`src/rtl/instr_split_queue.sv`:
```
// First-word-fall-through instruction queue that decodes MIPS-style fields from the head entry.
// Each entry holds {instr, pc}. The decode outputs are zeroed whenever the queue is empty.
module instr_split_queue #(
    parameter int DEPTH = 4
) (
    input  logic                     clk,
    input  logic                     rst_n,
    input  logic                     flush,
    input  logic                     in_valid,
    output logic                     in_ready,
    input  logic [31:0]              in_instr,
    input  logic [31:0]              in_pc,
    output logic                     out_valid,
    input  logic                     out_ready,
    output logic [5:0]               out_opcode,
    output logic [4:0]               out_rs,
    output logic [4:0]               out_rt,
    output logic [4:0]               out_rd,
    output logic [4:0]               out_shamt,
    output logic [5:0]               out_func,
    output logic [31:0]              out_imm_ext,
    output logic [31:0]              out_jump_target,
    output logic [31:0]              out_pc,
    output logic                     out_is_rtype,
    output logic [$clog2(DEPTH):0]   count
);

    localparam int PW = $clog2(DEPTH);
    localparam logic [PW:0] FULL = (PW+1)'(DEPTH);

    logic [63:0]   mem [DEPTH];
    logic [PW-1:0] wr_ptr_q;
    logic [PW-1:0] rd_ptr_q;
    logic [PW:0]   count_q;
    logic          push;
    logic          pop;

    assign in_ready  = (count_q < FULL);
    assign out_valid = (count_q != '0);
    assign count     = count_q;
    assign push      = in_valid && in_ready && !flush;
    assign pop       = out_valid && out_ready;

    always_ff @(posedge clk or negedge rst_n) begin
        if (!rst_n) begin
            wr_ptr_q <= '0;
            rd_ptr_q <= '0;
            count_q  <= '0;
        end else if (flush) begin
            wr_ptr_q <= '0;
            rd_ptr_q <= '0;
            count_q  <= '0;
        end else begin
            if (push) begin
                wr_ptr_q <= wr_ptr_q + PW'(1);
            end
            if (pop) begin
                rd_ptr_q <= rd_ptr_q + PW'(1);
            end
            case ({push, pop})
                2'b10:   count_q <= count_q + (PW+1)'(1);
                2'b01:   count_q <= count_q - (PW+1)'(1);
                default: count_q <= count_q;
            endcase
        end
    end

    // Storage is not reset: reset and flush only move the pointers.
    always_ff @(posedge clk) begin
        if (push) begin
            mem[wr_ptr_q] <= {in_instr, in_pc};
        end
    end

    logic [31:0] head_instr;
    logic [31:0] head_pc;
    logic [31:0] pc_plus4;
    logic [5:0]  opcode;
    logic [31:0] imm_ext;

    assign head_instr = mem[rd_ptr_q][63:32];
    assign head_pc    = mem[rd_ptr_q][31:0];
    assign pc_plus4   = head_pc + 32'd4;
    assign opcode     = head_instr[31:26];

    always_comb begin
        imm_ext = {{16{head_instr[15]}}, head_instr[15:0]};
        case (opcode)
            6'h0F:               imm_ext = {head_instr[15:0], 16'h0000};
            6'h0C, 6'h0D, 6'h0E: imm_ext = {16'h0000, head_instr[15:0]};
            default:             imm_ext = {{16{head_instr[15]}}, head_instr[15:0]};
        endcase
    end

    always_comb begin
        out_opcode      = '0;
        out_rs          = '0;
        out_rt          = '0;
        out_rd          = '0;
        out_shamt       = '0;
        out_func        = '0;
        out_imm_ext     = '0;
        out_jump_target = '0;
        out_pc          = '0;
        out_is_rtype    = 1'b0;
        if (out_valid) begin
            out_opcode      = opcode;
            out_rs          = head_instr[25:21];
            out_rt          = head_instr[20:16];
            out_rd          = head_instr[15:11];
            out_shamt       = head_instr[10:6];
            out_func        = head_instr[5:0];
            out_imm_ext     = imm_ext;
            out_jump_target = {pc_plus4[31:28], head_instr[25:0], 2'b00};
            out_pc          = head_pc;
            out_is_rtype    = (opcode == 6'h00);
        end
    end

endmodule
```
`config.mk`:
```
export PLATFORM = sky130hd
export DESIGN_NAME = instr_split_queue
export DESIGN_NICKNAME = d
export VERILOG_FILES = /design/src/rtl/instr_split_queue.sv
export SDC_FILE = /design/constraint.sdc
export NUM_CORES = 1
export LEC_CHECK = 0
export BUFFER_PORTS_ARGS = -buffer_cell sky130_fd_sc_hd__buf_2
export CORE_ASPECT_RATIO = 0.7
export CORE_MARGIN = 4
export CORE_UTILIZATION = 35
export CTS_CLUSTER_SIZE = 30
export DETAILED_ROUTE_END_ITERATION = 8
export GPL_ROUTABILITY_DRIVEN = 0
export PLACE_DENSITY = 0.57
export SKIP_LAST_GASP = 1
export SLEW_MARGIN = 20
export SYNTH_ARGS = -nofsm -noshare
export SYNTH_HDL_FRONTEND = slang
export SYNTH_SLANG_ARGS = --single-unit
```
`constraint.sdc`:
```
create_clock -name clk -period 4.1 [get_ports clk]
set_clock_uncertainty 0.05 [all_clocks]
set_input_delay 0.82 -clock clk [delete_from_list [all_inputs] [get_ports clk]]
set_output_delay 0.82 -clock clk [all_outputs]
set_load 0.01 [all_outputs]
```
==> impl_metrics.ini, run 1 <==
[cts]
cts.sinks = 263
worstSkewPairLatency_ps = 520
clockBufferDepth = 3
cts-root-buf = clkbuf_16
clkTransAtPathRegs_ps = 70
cts_tree = built
htree_levels = 1
cts_hold_buf = 0
cts_buffers = 26

[sta]
slew_viol_final = 0
hold_violations = 0
rsz0062_at_grt = yes
max_freq_mhz = 246
setup_viol_count_final = 0
tns_ps = 0
period_minus_slack_ps = 4060
period_share_pct = 99.1

[synthesis]
async_flop_share_pct = 2.66
synthDistinctLibCells = 38
netlist_area_sq_mm = 0.0108
ys_top_cells_by_count = 256 x edfxtp_1, 83 x and2_1, 51 x mux4_2
yosysTopAreaCell = edfxtp_1
synthFlopType = edfxtp_1
yosysWarnings = 0
yosysTopAreaCellShare_pct = 71.1
synth.avg_cell_area_sq_um = 19.4
yosysSeqAreaShare_pct = 72.7
synth_area_leaders = edfxtp_1 71%, mux4_2 11%, and2_1 4.8%
syn_inst = 556
synth_edf_count = 256
ys_seq_elements = 263
synth.most_common_cell = edfxtp_1

[critical_path]
crit_start = rd_ptr_q[0]
endpoint = out_jump_target[29]
rr_endpoint = count[2]
worst_setup_path_start_kind = flop
rr_worst_depth = 11
crit_chain = buf_12, mux4_2, nand4_1, or4_4, or4b_4, a21oi_2, buf_2
cp_slowest_cell = or4_4
r2r_start = count[1]
crit_type = flop to output port
cp-end-kind = output port
required_ps = 3230
worstPathMaxFanout = 8
max_stage_delay_ps = 640
arrival_ps = 3190
reg2reg_slack_ps = 1540

[cells_and_area]
final_util_pct = 43.1
area_growth_pct = 20.6
final_nets = 827
final.fill_count = 2710
final_layout_size_suffix_gt1_share_pct = 42.6
fin_cells = 1187

[pwr]
p_comb_share_pct = 36.0
internal-power_w = 0.00568
p_leak_nw = 4.68
seqPwrFrac_pct = 38.2
switching_power_w = 0.00270
clock_power_share_pct = 25.8
p_per_area_mw_per_mm2 = 643
ir_drop_uv = 300
switching_share_pct = 32.2

[grt]
grtUsageTotal_pct = 13.7
grt_first_pass_wirelength_um = 36200
antenna_found_initial = 3
grt_max_degree = 43
grt_overflow = 0
grt_pass1_vias = 5949

[routing]
drt_pass1_iterations = 4
drt_iter0_markers = 270
ant_nets = 0
vias_per_cell = 4.75
totalWireLength_um = 23700
vias = 5644
wire_per_inst_um = 20.0
drc_errors = 0

[job]
drv_cap = 0

[min_path]
hold_class = input port to async pin

[floorplanning]
dieArea_sq_mm = 0.0338
pin_count = 203
die_w_um = 218
fp.dieH_um = 155
rows = 53
coreArea_sq_mm = 0.0302
start_util_pct = 35.8

[placement]
portBuffers = 200
dp_cells = 1131
hpwl_um = 15400

[status]
status = complete, no violations
==> worst min path at each step <==
stage | startpoint | endpoint | slack (ps) | cells past startpoint
6_report | rst_n | rd_ptr_q[1] | 70 | 1
2_1_floorplan | rst_n | count[0] | 470 | 0
5_1_grt | rst_n | rd_ptr_q[1] | 50 | 1
3_5_place_dp | wr_ptr_q[0] | wr_ptr_q[0] | 550 | 2
4_1_cts | rst_n | rd_ptr_q[0] | 40 | 1
3_3_place_gp | wr_ptr_q[0] | wr_ptr_q[0] | 550 | 2
==> power groups by stage <==
stage	Combinational, W	Sequential [W]	Clock [W]
after floorplan	0.00198	0.00323	0
after global placement	0.00298	0.00328	0
after detailed placement	0.00298	0.00329	0
after CTS	0.00302	0.00322	0.00223
after global routing	0.00332	0.00322	0.00237
final	0.00302	0.00321	0.00216
==> layout make-up <==
cell class	instances	area, sq um	area share [%]
clock buffers	33	698	5.36
multi-input cells	233	2610	20.0
inverters	6	22.5	0.173
diodes	2	5.00	0.0384
well taps	412	515	3.95
repair buffers	223	1240	9.54
clock inverters	15	71.3	0.547
flip-flops and latches	263	7870	60.4
==> cells by family after synthesis <==
kind of cell	share of synthesized area, %
buffers and inverters	3.53
other	0.0347
flip-flops	72.7
AND/OR/NAND/NOR	7.20
multiplexers	13.9
XOR/XNOR	0.324
AO/OA/AOI/OAI	1.69
adder cells (fa/ha/maj)	0.648
==> critical path, delay by kind of cell, from the launching register on <==
kind	cells	cell delay [ps]
flops	1	560
buf+inv	2	320
compound gates	1	130
simple gates	3	1310
mux	1	340
==> timing repair <==
action                     4_1_cts  5_1_grt
gates resized for setup          4       12
setup buffers                    2        4
setup endpoints to repair       29       28
pin swaps                        0        5
gates cloned                     0        0
==> placed cells by master, fill, tap and decap left out, drive strengths merged, types with 2 or more instances in the layout <==
cell	n
xnor2	2
clkbuf	33
conb	2
o21a	16
nor4	2
mux4	64
nor3	2
nand2	6
edfxtp	256
dfrtp	7
and2	85
nor2b	2
nor2	13
inv	6
a21oi	7
ha	4
buf	223
clkinv	14
o21ai	4
or4	2
xor2	2
diode	2
or3	3
nand3	2
and4	3
nand4	6
==> sequential cells by signal (all words and copies together), names as in the netlist <==
signal	count
count	3
rd_ptr_q	2
mem	256
wr_ptr_q	2
==> through the flow <==
| step | power [W] | worst slack [ps] | cell area (sq um) | hold slack [ps] |
|---|---|---|---|---|
| after floorplan | 0.00522 | 706 | 10800 | 474 |
| after global placement | 0.00627 | 436 | 12200 | 550 |
| after detailed placement | 0.00627 | 387 | 12200 | 554 |
| after CTS | 0.00848 | -29.1 | 13000 | 43.1 |
| after global routing | 0.00890 | -56.9 | 13000 | 53.3 |
| final | 0.00839 | 38.5 | 13000 | 67.3 |
==> per-layer routing <==
metal	wire length [um]	vias up	share of wire, %	track usage, %
met3	1180	30	4.9	3.07
met4	359	4	1.5	2.35
li1	-	2573	-	-
met1	11400	2913	48	20.1
met5	14	-	0.059	0
met2	10800	124	46	21.6
Power figures use the tool's default switching activity.
==> run 2: changes to the inputs <==
- clock period: 4.1 -> 4.5 ns (I/O delays scaled with it)
==> impl_metrics.ini, run 2 (synthesis results as in run 1) <==
[status]
status = complete, no violations

[routing]
drt_iter0_markers = 278
drc_errors = 0
vias_per_cell = 4.76
wire_per_inst_um = 20.1
totalWireLength_um = 23600
ant_nets = 0
vias = 5598
drt_pass1_iterations = 4

[floorplanning]
rows = 53
coreArea_sq_mm = 0.0302
start_util_pct = 35.8
pin_count = 203
die_w_um = 218
fp.dieH_um = 155
dieArea_sq_mm = 0.0338

[sta]
worstMarginPinSlew_ps = 640
relSlewSlack_pct = 57.3
period_minus_slack_ps = 4310
period_share_pct = 95.8
setup_viol_count_final = 0
hold_violations = 0
max_freq_mhz = 232
tns_ps = 0
rsz0062_at_grt = no
slew_viol_final = 0
hold_ws_ps = 150

[critical_path]
worst_setup_path_start_kind = flop
worst-path-buf-inv = 1
crit_chain = mux4_2, nand4_1, or4_1, or4b_1, a21oi_1, buf_2
max_stage_delay_ps = 720
cp_slowest_cell = or4_1
reg2reg_slack_ps = 1810
cp_top_family = simple AND/OR/NAND/NOR gates
arrival_ps = 3360
cp-end-kind = output port
worstPathMaxFanout = 25
required_ps = 3550
crit_type = flop to output port

[cells_and_area]
area_growth_pct = 20.1
largest_reg_flops = 256
final_common_cell = edfxtp_1
layout_common_cells = 256 x edfxtp_1, 200 x buf_2, 79 x and2_1, 51 x mux4_2, 27 x clkbuf_16
multi_input_area_sq_mm = 0.00259
final.fill_count = 2727
n_antenna_cell = 0
regArea_sq_mm = 0.00787
final_layout_size_suffix_gt1_share_pct = 41.5
final_nets = 821
largest-register = mem

[pwr]
p_per_area_mw_per_mm2 = 590
p_leak_nw = 4.66
ir_drop_uv = 342

[min_path]
hold_class = input port to async pin

[grt]
antenna_found_initial = 5
grt_max_degree = 41
grt_pass1_vias = 5923
grt_first_pass_wirelength_um = 36000
grtUsageTotal_pct = 13.9
grt_overflow = 0

[cts]
worstSkewPairLatency_ps = 520
cts-root-buf = clkbuf_16
clockBufferDepth = 3
clkTransAtPathRegs_ps = 60
cts.sinks = 263
cts_buffers = 27
cts_tree = built
cts_resized = 0
post_cts_buffers = 0
cts_hold_buf = 0
htree_levels = 1

[placement]
portBuffers = 200
hpwl_um = 15600

[job]
drv_cap = 0
==> run 2: path summary, 6_finish.rpt <==
path,from,end,depth (start not counted)
setup / recovery,rd_ptr_q[0],out_jump_target[29],6
hold / removal,rst_n,rd_ptr_q[1],1
setup reg to reg,count[1],count[2],11
hold reg to reg,count[1],count[1],2
max in group asynchronous,rst_n,rd_ptr_q[0],1
min in group clk,in_instr[20],mem[0][52],1
==> run 2: area by class of cell <==
class	instances	share of cell area (%)
flip-flops and latches	263	60.6
multi-input cells	233	19.9
repair buffers	216	9.02
clock buffers	32	5.35
well taps	412	3.97
clock inverters	14	0.925
inverters	6	0.173
==> run 2: where the power goes <==
part / leakage [nW] / internal [W] / total, W / switching (W)
logic: 1.85 / 0.00118 / 0.00263 / 0.00145
registers: 2.41 / 0.00285 / 0.00296 / 0.000109
clock network: 0.397 / 0.00121 / 0.00208 / 0.000873
total: 4.66 / 0.00523 / 0.00766 / 0.00243
==> run 2: worst register-to-register path: stages, from the launching register on <==
cell      delay (ps)
dfrtp_1          430
nor3_2           180
buf_4            230
inv_2            210
buf_4            300
nand2_1          230
nor2_1            70
fa_1             420
a21oi_1          140
nor2_1            50
a211oi_1         170
nor2_1            70
==> run 2: metrics by stage <==
step           total power, W  instances  setup WS [ps]  instance area (sq um)  util [%]
2_1_floorplan         0.00475        557           1030                  10800         -
3_3_place_gp          0.00570       1130            686                  12200      40.2
3_5_place_dp          0.00571       1130            591                  12200      40.2
4_1_cts               0.00781       1176           12.2                  13000      42.9
5_1_grt               0.00813       1176           16.1                  13000      42.9
6_report              0.00766       1176            189                  13000      42.9
==> run 2: routing by layer <==
| metal | part of all wire [%] | track usage [%] |
|---|---|---|
| met5 | 0.19 | 0 |
| met4 | 1.9 | 2.71 |
| met3 | 5.3 | 3.26 |
| met2 | 48 | 22.8 |
| met1 | 45 | 19.2 |
==> run 3: changes to the inputs <==
- CAP_MARGIN: default -> 20
- clock period: 4.5 -> 5.1 ns (I/O delays scaled with it)
==> impl_metrics.ini, run 3 (synthesis results as in run 1) <==
[status]
status = complete, no violations

[floorplanning]
coreArea_sq_mm = 0.0302
die_w_um = 218
start_util_pct = 35.8
fp.dieH_um = 155
dieArea_sq_mm = 0.0338
rows = 53
pin_count = 203

[cells_and_area]
final.fill_count = 2735
largest-register = mem
layout_common_cells = 256 x edfxtp_1, 200 x buf_2, 79 x and2_1, 51 x mux4_2, 27 x clkbuf_16
final_nets = 815
finalInstanceArea_sq_mm = 0.0129
largest_reg_flops = 256
area_growth_pct = 19.1
final_common_cell = edfxtp_1
final_util_pct = 42.6
final_layout_size_suffix_gt1_share_pct = 40.6

[critical_path]
worst_setup_path_start_kind = flop
worstPathMaxFanout = 31
cp-end-kind = output port
r2r_start = count[0]
rr_endpoint = count[2]
reg2reg_slack_ps = 2430
crit_type = flop to output port
arrival_ps = 3590
required_ps = 4030
rr_worst_depth = 11

[pwr]
p_per_area_mw_per_mm2 = 520
ir_drop_uv = 302
p_leak_nw = 4.61

[sta]
period_minus_slack_ps = 4660
rsz0062_at_grt = no
setup_viol_count_final = 0
worstMarginPinSlew_ps = 1040
max_freq_mhz = 215
period_share_pct = 91.4
setup_slack_ps = 441
tns_ps = 0
slew_viol_final = 0
hold_violations = 0
relSlewSlack_pct = 30.8

[routing]
vias = 5492
wl_met3_um = 1200
drt_iter0_markers = 383
drc_errors = 0
top_layer = met5
wl_met2_um = 10700
wire_per_inst_um = 20.0
ant_nets = 0
totalWireLength_um = 23400
drt_pass1_iterations = 4
vias_per_cell = 4.70
wl_met1_um = 11000

[grt]
antenna_found_initial = 4
grt_max_degree = 65
grt_overflow = 0
grt_first_pass_wirelength_um = 35400
grt_pass1_vias = 5862
grtUsageTotal_pct = 13.5

[cts]
cts_hold_buf = 0
cts_resized = 0
htree_levels = 1
post_cts_buffers = 0
clockBufferDepth = 3
cts_tree = built
clkTransAtPathRegs_ps = 60
worstSkewPairLatency_ps = 510
cts-root-buf = clkbuf_16
cts_buffers = 26
cts.sinks = 263

[placement]
portBuffers = 200
hpwl_um = 15100
dp_slack_ps = 908
placed_cell_area_sq_mm = 0.0121

[min_path]
hold_class = input port to async pin

[job]
drv_cap = 0
==> run 3: area by class of cell <==
class	instances	area (sq um)	share of cell area [%]
diodes	1	2.50	0.0194
clock buffers	33	698	5.42
clock inverters	10	97.6	0.758
inverters	6	22.5	0.175
multi-input cells	233	2590	20.1
flip-flops and latches	263	7870	61.1
well taps	412	515	4.00
repair buffers	211	1080	8.42
==> run 3: worst max-delay path by stage <==
stage	startpoint	endpoint	slack (ps)	depth (start not counted)
2_1_floorplan	in_valid	mem[0][0]	1510	3
3_3_place_gp	rd_ptr_q[0]	out_jump_target[29]	1000	6
3_5_place_dp	rd_ptr_q[0]	out_imm_ext[28]	910	6
4_1_cts	rd_ptr_q[1]	out_imm_ext[18]	340	7
5_1_grt	rd_ptr_q[0]	out_imm_ext[18]	100	6
6_report	rd_ptr_q[0]	out_imm_ext[18]	440	6
==> run 3: where the power goes <==
group	total (W)	switching [W]	internal, W	leakage, nW
registers	0.00262	0.000106	0.00252	2.41
logic	0.00226	0.00125	0.00101	1.81
clock network	0.00181	0.000754	0.00106	0.386
total	0.00669	0.00211	0.00459	4.61
==> run 3: worst max-delay path, stage by stage, from the launching register on <==
cell and delay [ps]:
dfrtp_4 810, mux4_2 610, nand4bb_1 440, nor2_1 300
o21a_1 540, o21a_1 210, buf_2 130
==> run 3: stage by stage <==
step	total power, W	cells	hold WS (ps)
detailed placement	0.00500	1125	550
floorplan	0.00419	557	512
finish	0.00669	1169	280
global placement	0.00500	1125	556
global route	0.00711	1169	257
CTS	0.00683	1168	248
==> run 3: routing by layer <==
metal	global-route usage (%)	vias up
li1	-	2535
met2	21.3	136
met3	3.10	40
met4	2.83	6
met5	0	-
met1	19.5	2775
